===== config.mk =====
export PLATFORM = sky130hd
export DESIGN_NAME = sprite_loader_flat
export DESIGN_NICKNAME = d
export VERILOG_FILES = /design/src/rtl/sprite_loader_if.sv /design/src/rtl/sprite_loader.sv /design/src/flat_wrapper.sv
export SDC_FILE = /design/constraint.sdc
export NUM_CORES = 1
export LEC_CHECK = 0
export CORE_UTILIZATION = 55
export DETAILED_ROUTE_END_ITERATION = 8
export PLACE_DENSITY = 0.85
export SKIP_LAST_GASP = 1
export SLEW_MARGIN = 10
export SYNTH_ARGS = -nofsm -noshare
export SYNTH_HDL_FRONTEND = slang
export SYNTH_SLANG_ARGS = --single-unit

===== constraint.sdc =====
create_clock -name clk -period 7.6 [get_ports clk]
set_input_delay 1.52 -clock clk [delete_from_list [all_inputs] [get_ports clk]]
set_output_delay 1.52 -clock clk [all_outputs]
set_load 0.03 [all_outputs]

===== src/rtl/sprite_loader_if.sv =====
// Sprite loader bus: load request, host byte stream, and sprite memory
// write port, plus status. master = host side, slave = the loader.
interface sprite_loader_if #(
  parameter int ADDR_W = 18
);
  logic              start;
  logic [ADDR_W-1:0] base_addr;
  logic [ADDR_W-1:0] length;
  logic              in_valid;
  logic [7:0]        in_data;
  logic              in_ready;
  logic              wr_en;
  logic [ADDR_W-1:0] wr_addr;
  logic [4:0]        wr_data;
  logic              busy;
  logic              done;
  logic              err;

  modport master (
    output start, base_addr, length, in_valid, in_data,
    input  in_ready, wr_en, wr_addr, wr_data, busy, done, err
  );

  modport slave (
    input  start, base_addr, length, in_valid, in_data,
    output in_ready, wr_en, wr_addr, wr_data, busy, done, err
  );
endinterface


===== src/rtl/sprite_loader.sv =====
// Sprite loader: streams host bytes into sprite memory as 5-bit palette
// indices starting at base_addr for length pixels.
// Optional run-length decoding is enabled by defining SPRITE_LOADER_RLE_EN;
// the default build writes exactly one pixel per accepted byte.
//
// state | meaning
// IDLE  | waiting for start; done pulses here for one cycle after DONE
// LOAD  | in_ready high, each accepted byte writes one pixel
// RUN   | RLE only: repeating the last index, in_ready low
// DONE  | single cycle after the final write or a rejected request
module sprite_loader #(
  parameter int                ADDR_W    = 18,
  parameter logic [ADDR_W-1:0] MEM_DEPTH = 18'd174080
) (
  input logic            clk,
  input logic            reset,
  sprite_loader_if.slave bus
);

  typedef enum logic [1:0] {IDLE, LOAD, RUN, DONE} state_t;

  state_t            state;
  logic [ADDR_W-1:0] len_q;
  logic [ADDR_W-1:0] cnt;
  logic [ADDR_W-1:0] ptr;
  logic [ADDR_W:0]   end_addr;
  logic              last_px;

`ifdef SPRITE_LOADER_RLE_EN
  logic [2:0]        run_left;
  logic [4:0]        run_data;
`else
  logic              unused_run_field;
  assign unused_run_field = ^bus.in_data[7:5];
`endif

  // Request range check is done one bit wider so base+length cannot wrap.
  assign end_addr = {1'b0, bus.base_addr} + {1'b0, bus.length};
  // The pixel being written this cycle is the last one of the load.
  assign last_px  = (ADDR_W'(cnt + 1'b1) == len_q);

  // Load sequencer with all outputs registered.
  always_ff @(posedge clk) begin
    if (reset) begin
      state        <= IDLE;
      len_q        <= '0;
      cnt          <= '0;
      ptr          <= '0;
      bus.in_ready <= 1'b0;
      bus.wr_en    <= 1'b0;
      bus.wr_addr  <= '0;
      bus.wr_data  <= '0;
      bus.busy     <= 1'b0;
      bus.done     <= 1'b0;
      bus.err      <= 1'b0;
`ifdef SPRITE_LOADER_RLE_EN
      run_left     <= '0;
      run_data     <= '0;
`endif
    end else begin
      bus.wr_en <= 1'b0;
      bus.done  <= 1'b0;
      case (state)
        IDLE: begin
          if (bus.start) begin
            len_q    <= bus.length;
            ptr      <= bus.base_addr;
            cnt      <= '0;
            bus.err  <= 1'b0;
            bus.busy <= 1'b1;
            if (bus.length == '0) begin
              state <= DONE;
            end else if (end_addr > {1'b0, MEM_DEPTH}) begin
              bus.err <= 1'b1;
              state   <= DONE;
            end else begin
              state        <= LOAD;
              bus.in_ready <= 1'b1;
            end
          end
        end

        LOAD: begin
          if (bus.in_valid) begin
            bus.wr_en   <= 1'b1;
            bus.wr_addr <= ptr;
            bus.wr_data <= bus.in_data[4:0];
            ptr         <= ptr + 1'b1;
            cnt         <= cnt + 1'b1;
            if (last_px) begin
              state        <= DONE;
              bus.in_ready <= 1'b0;
`ifdef SPRITE_LOADER_RLE_EN
              // A run that still wanted more pixels was cut short.
              bus.err      <= (bus.in_data[7:5] != 3'd0);
            end else if (bus.in_data[7:5] != 3'd0) begin
              // First pixel of the run is written now; run_left counts the rest.
              state        <= RUN;
              bus.in_ready <= 1'b0;
              run_left     <= bus.in_data[7:5];
              run_data     <= bus.in_data[4:0];
`endif
            end
          end
        end

        RUN: begin
`ifdef SPRITE_LOADER_RLE_EN
          bus.wr_en   <= 1'b1;
          bus.wr_addr <= ptr;
          bus.wr_data <= run_data;
          ptr         <= ptr + 1'b1;
          cnt         <= cnt + 1'b1;
          if (last_px) begin
            state   <= DONE;
            bus.err <= (run_left != 3'd1);
          end else if (run_left == 3'd1) begin
            state        <= LOAD;
            bus.in_ready <= 1'b1;
          end else begin
            run_left <= run_left - 1'b1;
          end
`else
          // Unreachable without RLE; recover to idle if ever entered.
          state        <= IDLE;
          bus.busy     <= 1'b0;
          bus.in_ready <= 1'b0;
`endif
        end

        DONE: begin
          state    <= IDLE;
          bus.busy <= 1'b0;
          bus.done <= 1'b1;
        end

        default: begin
          state        <= IDLE;
          bus.busy     <= 1'b0;
          bus.in_ready <= 1'b0;
        end
      endcase
    end
  end

endmodule

===== src/flat_wrapper.sv =====
// flat-port wrapper written by rule: the top's interface ports become plain ports
module sprite_loader_flat 
#(
  parameter int                ADDR_W    = 18,
  parameter logic [ADDR_W-1:0] MEM_DEPTH = 18'd174080
)
  (clk, reset, bus_start, bus_base_addr, bus_length, bus_in_valid, bus_in_data, bus_in_ready, bus_wr_en, bus_wr_addr, bus_wr_data, bus_busy, bus_done, bus_err);
  sprite_loader_if #(.ADDR_W(ADDR_W)) bus_i ();
  input logic clk;
  input logic reset;
  input wire logic [$bits(bus_i.start)-1:0] bus_start;
  input wire logic [$bits(bus_i.base_addr)-1:0] bus_base_addr;
  input wire logic [$bits(bus_i.length)-1:0] bus_length;
  input wire logic [$bits(bus_i.in_valid)-1:0] bus_in_valid;
  input wire logic [$bits(bus_i.in_data)-1:0] bus_in_data;
  output wire logic [$bits(bus_i.in_ready)-1:0] bus_in_ready;
  output wire logic [$bits(bus_i.wr_en)-1:0] bus_wr_en;
  output wire logic [$bits(bus_i.wr_addr)-1:0] bus_wr_addr;
  output wire logic [$bits(bus_i.wr_data)-1:0] bus_wr_data;
  output wire logic [$bits(bus_i.busy)-1:0] bus_busy;
  output wire logic [$bits(bus_i.done)-1:0] bus_done;
  output wire logic [$bits(bus_i.err)-1:0] bus_err;
  assign bus_i.start = bus_start;
  assign bus_i.base_addr = bus_base_addr;
  assign bus_i.length = bus_length;
  assign bus_i.in_valid = bus_in_valid;
  assign bus_i.in_data = bus_in_data;
  assign bus_in_ready = bus_i.in_ready;
  assign bus_wr_en = bus_i.wr_en;
  assign bus_wr_addr = bus_i.wr_addr;
  assign bus_wr_data = bus_i.wr_data;
  assign bus_busy = bus_i.busy;
  assign bus_done = bus_i.done;
  assign bus_err = bus_i.err;
  sprite_loader #(.ADDR_W(ADDR_W), .MEM_DEPTH(MEM_DEPTH)) u_core (.clk(clk), .reset(reset), .bus(bus_i));
endmodule

==> flow_metrics.tcl <==
set metrics [dict create \
    run_status "finished, final reports clean" \
    leakage_uw 0.00231 \
    final.setup_skew_ns 0.0150 \
    critical_path_at_ns 4.83 \
    htree_levels 3 \
    synth.lib_cells_used.distinct 63 \
    detail-route-antenna-nets 0 \
    drt-total-wl_um 14200 \
    num_antenna_cells 0 \
    cts.sink_count 84 \
    cp-start-kind "input port" \
    worstMarginPinSlew_ns 0.897 \
    setup_violations 0 \
    pwr_density_cell_nw_per_um2 255 \
    grt_pass1_wl_um 23200 \
    fin_setup_tns_ns 0 \
    postCtsHoldBufs 0 \
    finalWeightedCongestion 0.907 \
    antenna_found_initial 0 \
    largest_cells_by_area_after_synthesis "dfxtp_1 (32%), nand2_1 (10%), a21oi_1 (8.9%)" \
    crit_path_end_kind "register" \
    crit_path_frequent_cell "a21oi_1" \
    cts_repair_resize_count 0 \
    synth_edf_count 0 \
    grt_util_met2_pct 51.4 \
    post_drt_wl_per_cell_um 15.7 \
    track_usage_pct 29.0 \
    via_count_of_the_first_global_routing_pass 5035 \
    cp_slowest_stage_delay_ns 0.58 \
    drc 0 \
    synth-warning-count 0 \
    timing.setup.critical_path_class "input port to register" \
    start_util_pct 57.0 \
    drive_gt1_share_pct 4.81 \
    clock_tree.root_cell "clkbuf_8" \
    grt-ovfl-total 0 \
    finalHoldViolCount 0 \
    synth_flop_cell "dfxtp_1" \
    timing.critical_path.cells "clkdlybuf4s50_1, ha_1, inv_1, fa_1, nor2b_1, o31ai_2, a21oi_1, or4b_1, nand3_1, nor4b_1, o21ai_0, a21oi_1, a41o_2, nor2_1" \
    synth.largest_area_cell "dfxtp_1" \
    port-buffer-count 72 \
    vdd_ir_drop_max_mv 0.144 \
    synth_most_common_cell "nand2_1" \
    rsz0062_at_grt "no" \
    layout_worst_path_cycle_share_pct 60.1 \
    drt_iter0_drc 419 \
    dp.final_hpwl_um 10300 \
    final_nets 839 \
    syn_nets 796 \
    postSynthCellCount 722 \
    cts-buffers-inserted 9 \
    seq_area_frac_synth_pct 31.9 \
    drv.max_cap_violation_count 0 \
    synth_top_cell_area_share_pct 31.9 \
    grt_busiest_layer "met2" \
    global_route.usage.met3_pct 5.36 \
    mappedNetlistArea_sq_um 5260 \
    area_growth_pct 17.7 \
    die_width_um 99.8 \
    timing.slew.headroom_pct 40.2 \
    cts.path.max_buffers 2 \
    largest_net_degree_at_the_start_of_global_routing 85 \
    report.final.slew_viol_count 0 \
    yosys_register_bits 84 \
    critPathMaxFanout 4 \
    syn_area_per_cell_sq_um 7.29 \
    cp.required_ns 7.85 \
    vias_after_detailed_routing 5429 \
    clock_latency_of_the_later_clocked_register_in_the_worst_skew_pair_ns 0.36 \
    hp-class "register to register" \
    fmaxAchievable_ghz 0.219 \
    fp.coreArea_sq_um 9240 \
    cts_tree "built" \
    i_o_pins 76 \
    fin_total_pwr_uw 1580 \
    global_route.usage.met1_pct 34.8 \
    most_frequent_cells_after_synthesis "nand2_1 (141), a21oi_1 (94), dfxtp_1 (84)" \
    timing.final.crit_period_ns 4.57 \
    rows 35 \
    routed_via_density 6.04 \
    cts.clk_slew.worst_paths_ns 0.08 \
    postSynth.asyncResetShare_pct 0 \
    cts_post_setup_buffers_inserted 0 \
    dr.pass1.iters 5 \
    design.die.area_sq_um 9970 \
    chipHeight_um 99.8 \
    max_stage_delay_cell_worst_path "clkdlybuf4s50_1" \
    hold-worst-slack_ns 0.455 \
]
## per-layer routing
layer	vias to the layer above	part of all wire (%)
met3	34	6.5
li1	2647	-
met1	2573	42
met4	0	2.9
met2	175	49
met5	-	0
## sequential cells by signal, indices dropped and copies added (netlist names)
signal,cells
u_core.bus.busy,1
u_core.bus.done,1
u_core.bus.err,1
u_core.bus.in_ready,1
u_core.bus.wr_addr,18
u_core.bus.wr_data,5
u_core.bus.wr_en,1
u_core.cnt,18
u_core.len_q,18
u_core.ptr,18
u_core.state,2
## worst max-delay path: cells and delay by family
family          cells  cell delay, ns
fa+ha+maj           2            0.61
compound gates      5            1.14
simple gates        5            0.93
buf+inv             2            0.64
## metrics by stage
step	std cells	util, %	cell area [sq um]	setup WS, ns
finish	899	67.0	6190	3.03
global route	899	67.0	6190	2.80
CTS	899	67.0	6190	3.14
detailed placement	883	64.9	6000	2.77
global placement	883	64.9	6000	2.86
floorplan	722	-	5260	3.82
## final cells by class
cell class | instances | area [sq um]
tap | 129 | 161
sequential | 84 | 1680
multi-input combinational | 578 | 3350
clock buffer | 10 | 128
clock inverter | 6 | 70.1
inverter | 16 | 60.1
timing repair buffer | 76 | 746
fill | 776 | 3050
## layout by cell type (no fill, tap or decap), drive strengths merged, types with 3 or more instances in the layout
cell           instances
nand3                 22
nand2                142
buf                    5
a211oi                16
a21o                  11
nor4b                  3
a21oi                 94
a311oi                 3
nor4                   8
and2                   5
o21ai                 42
dfxtp                 84
o22ai                  5
nor2                  62
or3                    7
nor2b                  7
xor2                   9
and3                  11
a31oi                  4
nand4                  7
ha                    25
a22oi                 12
or4                    4
clkdlybuf4s50         71
inv                   17
o211ai                 7
a211o                  3
nor3                  12
clkbuf                10
or2                    5
xnor2                 20
o31ai                  7
## power by group
part	total [uW]	internal [uW]	switching, uW
logic	665	244	421
registers	589	517	71.8
clock network	328	155	173
total	1580	916	665
## cells by family after synthesis
logic type	count (synthesis)	share of synthesized area, %
flops	84	31.9
buf+inv	60	4.56
fa+ha+maj	26	6.32
xor+xnor	29	4.83
mux	2	0.380
compound gates	219	25.3
simple gates	302	26.6
## path summary, 6_finish.rpt
| check | cells past startpoint | slack, ns | endpoint | start |
|---|---|---|---|---|
| max | 14 | 3.03 | u_core.bus.in_ready | bus_length[0] |
| min | 2 | 0.45 | u_core.bus.err | u_core.bus.err |
| max reg2reg | 10 | 4.45 | u_core.state[1] | u_core.cnt[0] |
| min reg2reg | 2 | 0.45 | u_core.bus.err | u_core.bus.err |
Note: power is estimated with default switching activity, not from simulation.
